### src/rtl/pipe_pkg.sv
// rtl/pipe_pkg.sv - shared types and constants for the pipeline hazard controller
package pipe_pkg;

  typedef enum logic [1:0] {
    FLUSH  = 2'd0,
    RUN    = 2'd1,
    FROZEN = 2'd2
  } pipe_state_t;

  localparam int ADDR_W_DEF  = 5;
  localparam int WB_LAT_MIN  = 1;
  localparam int WB_LAT_MAX  = 4;
  // Wide enough to count up to WB_LAT_MAX-1 flush cycles.
  localparam int FLUSH_CNT_W = 3;

endpackage

### src/rtl/wr_tracker.sv
// rtl/wr_tracker.sv - in-flight register write tracker with RAW hazard compare
module wr_tracker
  import pipe_pkg::*;
#(
  parameter int ADDR_W = ADDR_W_DEF,
  parameter int DEPTH  = 2
) (
  input  logic              clk,
  input  logic              rst_n,
  input  logic              shift_en,
  input  logic              in_v,
  input  logic [ADDR_W-1:0] in_rd,
  input  logic [ADDR_W-1:0] rs1,
  input  logic [ADDR_W-1:0] rs2,
  input  logic              use_rs2,
  output logic              hazard
);

  logic              v_q  [DEPTH];
  logic [ADDR_W-1:0] rd_q [DEPTH];

  // Shift a new {v, rd} entry in whenever the ID/EX buffer advances; the oldest falls out.
  always_ff @(posedge clk) begin
    if (!rst_n) begin
      for (int i = 0; i < DEPTH; i++) begin
        v_q[i]  <= 1'b0;
        rd_q[i] <= '0;
      end
    end else if (shift_en) begin
      for (int i = DEPTH - 1; i > 0; i--) begin
        v_q[i]  <= v_q[i-1];
        rd_q[i] <= rd_q[i-1];
      end
      v_q[0]  <= in_v;
      rd_q[0] <= in_rd;
    end
  end

  // Compare every pending write against the decode sources; x0 never matches.
  always_comb begin
    hazard = 1'b0;
    for (int i = 0; i < DEPTH; i++) begin
      if (v_q[i] && (rd_q[i] != '0) &&
          ((rd_q[i] == rs1) || (use_rs2 && (rd_q[i] == rs2)))) begin
        hazard = 1'b1;
      end
    end
  end

endmodule

### src/rtl/pipe_hazard_ctrl.sv
// rtl/pipe_hazard_ctrl.sv - decode/execute sequencing: flush, RAW stall, freeze
module pipe_hazard_ctrl
  import pipe_pkg::*;
#(
  parameter int ADDR_W = ADDR_W_DEF,
  parameter int WB_LAT = 2,
  parameter int CNT_W  = 16
) (
  input  logic              clk,
  input  logic              rst_n,
  input  logic              id_valid,
  input  logic [ADDR_W-1:0] id_rs1,
  input  logic [ADDR_W-1:0] id_rs2,
  input  logic              id_use_rs2,
  input  logic [ADDR_W-1:0] id_rd,
  input  logic              id_we,
  input  logic              ext_stall,
  output logic              pc_en,
  output logic              ifid_en,
  output logic              idex_en,
  output logic              idex_bubble,
  output logic [CNT_W-1:0]  stall_cnt
);

  // Keep the latency inside the range the flush counter and tracker are built for.
  localparam int LAT = (WB_LAT < WB_LAT_MIN) ? WB_LAT_MIN :
                       (WB_LAT > WB_LAT_MAX) ? WB_LAT_MAX : WB_LAT;
  localparam logic [FLUSH_CNT_W-1:0] FLUSH_LAST = FLUSH_CNT_W'(LAT - 1);

  pipe_state_t             state_q;
  logic [FLUSH_CNT_W-1:0]  flush_cnt_q;
  logic [CNT_W-1:0]        stall_cnt_q;
  logic                    trk_hit;
  logic                    hazard;
  logic                    trk_in_v;

  // Only instructions that really enter execute and write a nonzero register are tracked.
  assign trk_in_v = id_valid && id_we && !idex_bubble && (id_rd != '0);

  wr_tracker #(
    .ADDR_W (ADDR_W),
    .DEPTH  (LAT)
  ) u_wr_tracker (
    .clk      (clk),
    .rst_n    (rst_n),
    .shift_en (idex_en),
    .in_v     (trk_in_v),
    .in_rd    (id_rd),
    .rs1      (id_rs1),
    .rs2      (id_rs2),
    .use_rs2  (id_use_rs2),
    .hazard   (trk_hit)
  );

  // A counted stall needs a running pipeline (not flushing, not frozen this cycle).
  assign hazard = (state_q != FLUSH) && !ext_stall && id_valid && trk_hit;

  // Output decode; ext_stall freezes combinationally so RUN->FROZEN takes effect at once.
  always_comb begin
    pc_en       = 1'b0;
    ifid_en     = 1'b0;
    idex_en     = 1'b1;
    idex_bubble = 1'b1;
    if (state_q != FLUSH) begin
      if (ext_stall) begin
        idex_en     = 1'b0;
        idex_bubble = 1'b0;
      end else if (!hazard) begin
        pc_en       = 1'b1;
        ifid_en     = 1'b1;
        idex_bubble = !id_valid;
      end
    end
  end

  // State machine: WB_LAT flush cycles after reset, then RUN/FROZEN follow ext_stall.
  always_ff @(posedge clk) begin
    if (!rst_n) begin
      state_q     <= FLUSH;
      flush_cnt_q <= '0;
    end else begin
      case (state_q)
        FLUSH: begin
          if (flush_cnt_q == FLUSH_LAST) begin
            state_q     <= ext_stall ? FROZEN : RUN;
            flush_cnt_q <= '0;
          end else begin
            flush_cnt_q <= flush_cnt_q + 1'b1;
          end
        end
        RUN, FROZEN: state_q <= ext_stall ? FROZEN : RUN;
        default:     state_q <= FLUSH;
      endcase
    end
  end

  // Saturating count of hazard stall cycles.
  always_ff @(posedge clk) begin
    if (!rst_n) begin
      stall_cnt_q <= '0;
    end else if (hazard && (stall_cnt_q != '1)) begin
      stall_cnt_q <= stall_cnt_q + 1'b1;
    end
  end

  assign stall_cnt = stall_cnt_q;

endmodule

### config.mk
export PLATFORM = sky130hd
export DESIGN_NAME = pipe_hazard_ctrl
export DESIGN_NICKNAME = d
export VERILOG_FILES = /design/src/rtl/pipe_pkg.sv /design/src/rtl/wr_tracker.sv /design/src/rtl/pipe_hazard_ctrl.sv
export SDC_FILE = /design/constraint.sdc
export NUM_CORES = 1
export LEC_CHECK = 0
export CAP_MARGIN = 20
export CORE_ASPECT_RATIO = 1.1
export CORE_UTILIZATION = 45
export DETAILED_ROUTE_END_ITERATION = 16
export GPL_TIMING_DRIVEN = 0
export PLACE_DENSITY = 0.73
export SKIP_LAST_GASP = 1
export SLEW_MARGIN = 0
export SYNTH_ARGS = -nofsm -noshare
export SYNTH_HDL_FRONTEND = slang
export SYNTH_SLANG_ARGS = --single-unit
export TNS_END_PERCENT = 20
### constraint.sdc
create_clock -name clk -period 2.3 [get_ports clk]
set_clock_uncertainty 0.05 [all_clocks]
set_input_delay 0.46 -clock clk [delete_from_list [all_inputs] [get_ports clk]]
set_output_delay 0.46 -clock clk [all_outputs]
set_load 0.05 [all_outputs]
==> results.md <==
* Fillers at 302
* Crit start category: flip-flop
* Failing checks: negative setup slack
* Fraction of layout cells with a size suffix above 1 at 17.5%
* Worst Tran Pin Value at 0.560 ns
* Synth cell types at 46
* Flop pwr share at 49.2%
* NetSw at 380 uW
* Peak supply drop at 0.000362 V
* Cell Chain, Critical Path: buf_6 > xor2_1 > nor4_2 > a32oi_1 > o22a_1 > nor2_2 > nor2_4 > buf_6 > buf_8
* Initial antenna violation count at 0
* First-pass GRT wire length at 6.78 mm
* Total Routing Usage GR at 20.8%
* Design area at 0.00258 sq mm
* FMAX at 368 MHz
* Port Buf Inserts at 40
* Final wirelength at 4.18 mm
* Die ar. at 0.00432 sq mm
* Area Overhead vs Synth at 41.2%
* CP max stage delay at 0.41 ns
* Row Count at 23
* Total gr overflow at 0
* Total power at 1370 uW
* DP Cell Count at 283
* Yosys reg bits at 33
* Max H-tree Level at 2
* Async SR Flop Fraction at 0%
* Period minus WS final at 2.72 ns
* WL per Instance at 13.9 microns
* Final HPWL DP at 2.83 mm
* I/O pins at 41
* Routability cong. at 0.805
* Max-Cap Viols at 0
* Post-Synthesis Cell Area at 0.00183 sq mm
* WP data arrival at 2.21 ns
* Via-to-Cell Ratio at 5.36
* Slew headroom at 62.6%
* Seq/Total Area, Yosys at 42.7%
* CTS root buf: clkbuf_8
* Clk pwr share at 31.0%
* Main synth FF type: dfxtp_1
* # diodes at 0
* Critical Path Most Common Cell: buf_6
* Vias in the first global route at 1,467
* Dpl cell area at 0.00230 sq mm
* Die height at 68.8 microns
* Sw Share at 27.8%
* RSZ-0062 raised after global routing: yes
* Int Power at 986 uW
* Setup violations, final at 26
* Lkg Pwr at 0.000953 uW
* Synth Instances at 193
* Remaining antenna violation count at 0
* Vias at 1,612
* CP max-delay cell: edfxtp_1
* Crit end category: output port
* Critical-path maximum fanout at 3
* Worst-path clk slew at 0.06 ns
* Post-Syn Nets at 215
* Clk buf depth at 2
* TritonCTS Sinks at 33
* Data required, critical path at 1.79 ns
* Nets at 272
* Status: complete, but fails checks
* Number of synthesized flops with an enable pin at 12
* Pin count of the biggest net entering global routing at 13
* Endpoints failing hold at 0
* DRC marker count from the first detailed-route iteration at 91
* DRT Pass-1 Iters at 4
* Initial Utilization at 48.5%
* TritonCTS Buffers at 5
* Core footprint at 0.00377 sq mm
* Gate power share at 19.8%
* Power per cell area at 529 mW/mm^2
* DR DRC count at 0
* Chip width at 62.8 microns
* CTS Hold Bufs at 0
* CP Class: reg -> out
* CTS tree: built
* Fin worst setup slack at -0.420 ns
* Slew Limit Fails at 0
* Mean post-synth cell area at 9.47 sq um
* Setup WS pre-CTS at -1.11 ns
* Synth warn at 0
* Worst min-delay path class: reg -> reg
* Fin crit share at 118%
* Skew-Pair Late Insertion Delay at 0.29 ns
* Non-filler cells, final at 301
[routing by layer]
| layer | vias to the layer above | part of all wire [%] | GRT usage (%) |
|---|---|---|---|
| li1 | 806 | - | - |
| met1 | 770 | 49 | 27.4 |
| met2 | 34 | 46 | 33.2 |
| met3 | 2 | 4.1 | 5.43 |
| met4 | 0 | 0.69 | 7.85 |
| met5 | - | 0 | 0 |
[sequential cells by signal, indices dropped and copies added, names as in the netlist]
signal,cells
flush_cnt_q,3
stall_cnt,16
state_q,2
u_wr_tracker.rd_q,10
u_wr_tracker.v_q,2
[power by group through the flow]
stage / Sequential (uW) / Clock (uW) / Combinational, uW
after detailed placement: 687 / 0 / 224
after global routing: 677 / 466 / 295
after CTS: 671 / 430 / 261
final: 672 / 424 / 270
after floorplan: 678 / 0 / 145
after global placement: 686 / 0 / 224
[final timing paths]
check / startpoint / to / slack [ns] / cells after the start
hold reg to reg: flush_cnt_q[1]$_SDFFE_PN0P_ / flush_cnt_q[1]$_SDFFE_PN0P_ / 0.44 / 2
setup / recovery: u_wr_tracker.rd_q[0][3]$_SDFFCE_PN0P_ / pc_en / -0.42 / 9
hold / removal: flush_cnt_q[1]$_SDFFE_PN0P_ / flush_cnt_q[1]$_SDFFE_PN0P_ / 0.44 / 2
setup reg to reg: u_wr_tracker.rd_q[0][3]$_SDFFCE_PN0P_ / stall_cnt[15]$_SDFFE_PN0P_ / -0.12 / 9
[what timing repair did]
action / 4_1_cts / 5_1_grt
setup endpoints to repair: 15 / 31
resized for setup: 37 / 20
endpoints found under the hold margin: 0 / 0
gates cloned: 0 / 1
pin swaps: 13 / 8
setup buffers: 7 / 2
[synth_stat cells (2+ instances only)]
library cell,instances,area share (%)
a21oi_1,11,3.0
a32oi_1,2,0.96
and2_1,11,3.8
and4_1,3,1.4
buf_2,2,0.55
clkbuf_1,3,0.62
dfxtp_1,21,23
edfxtp_1,12,20
inv_1,3,0.62
mux2i_1,6,3.3
nand2_1,17,3.5
nand2b_1,7,2.4
nand3_1,8,2.2
nor2_1,10,2.1
nor3_1,3,0.82
nor4_1,3,1.0
nor4b_2,2,1.6
o21ai_0,6,1.6
o21ai_1,3,0.82
o31ai_1,2,0.82
or2_2,2,0.68
or3_1,8,2.7
or4_1,5,2.1
xnor2_1,3,1.4
xor2_1,19,9.1
[per-stage QoR]
stage,setup TNS [ns],hold WS [ns],util (%)
6_report,-2.77,0.441,68.4
5_1_grt,-6.45,0.493,68.4
4_1_cts,-1.25,0.444,65.1
3_5_place_dp,-11.94,0.431,61.0
3_3_place_gp,-11.56,0.423,61.0
2_1_floorplan,-0.0327,0.408,-
[worst max-delay path: cells and delay by family, from the launching register on]
| family | cells | cell delay, ns |
|---|---|---|
| XOR/XNOR | 1 | 0.16 |
| buffers and inverters | 3 | 0.39 |
| AO/OA/AOI/OAI | 2 | 0.45 |
| AND/OR/NAND/NOR | 3 | 0.51 |
| flip-flops | 1 | 0.41 |
[cell families after synthesis]
| logic type | synth area share (%) |
|---|---|
| and+or+nand+nor | 29.5 |
| buffers and inverters | 2.81 |
| xor gates and xnor gates | 10.5 |
| muxes | 3.29 |
| adders and majority gates | 0.685 |
| AOI/OAI and AO/OA | 10.5 |
| DFF | 42.7 |
[area by class of cell]
cell class	instances	area (sq um)	share of cell area, %
Sequential cell	33	781	30.3
Timing Repair Buffer	50	499	19.4
Multi-Input combinational cell	150	1090	42.1
Inverter	3	11.3	0.436
Buffer	7	57.6	2.23
Clock buffer	6	72.6	2.81
Clock inverter	2	10.0	0.388
Tap cell	50	62.6	2.42
[cell usage in the layout, fill, tap and decap left out, types with 2 or more instances in the layout]
cell type	instances
a21oi_1	10
a32oi_1	2
and2_1	11
and4_1	3
buf_4	8
buf_6	3
buf_8	4
clkbuf_1	4
clkbuf_8	5
clkdlybuf4s50_1	27
clkinv_2	2
dfxtp_1	21
dlygate4sd2_1	9
edfxtp_1	12
inv_1	3
mux2i_1	6
nand2_1	17
nand2b_1	7
nand3_1	8
nor2_1	7
nor2_4	2
nor3_1	2
nor4_1	2
nor4b_2	2
o21ai_0	6
o21ai_2	2
o31ai_1	2
or3_1	8
or4_1	3
or4_4	2
xnor2_1	3
xor2_1	19
Note: power is estimated with default switching activity, not from simulation.
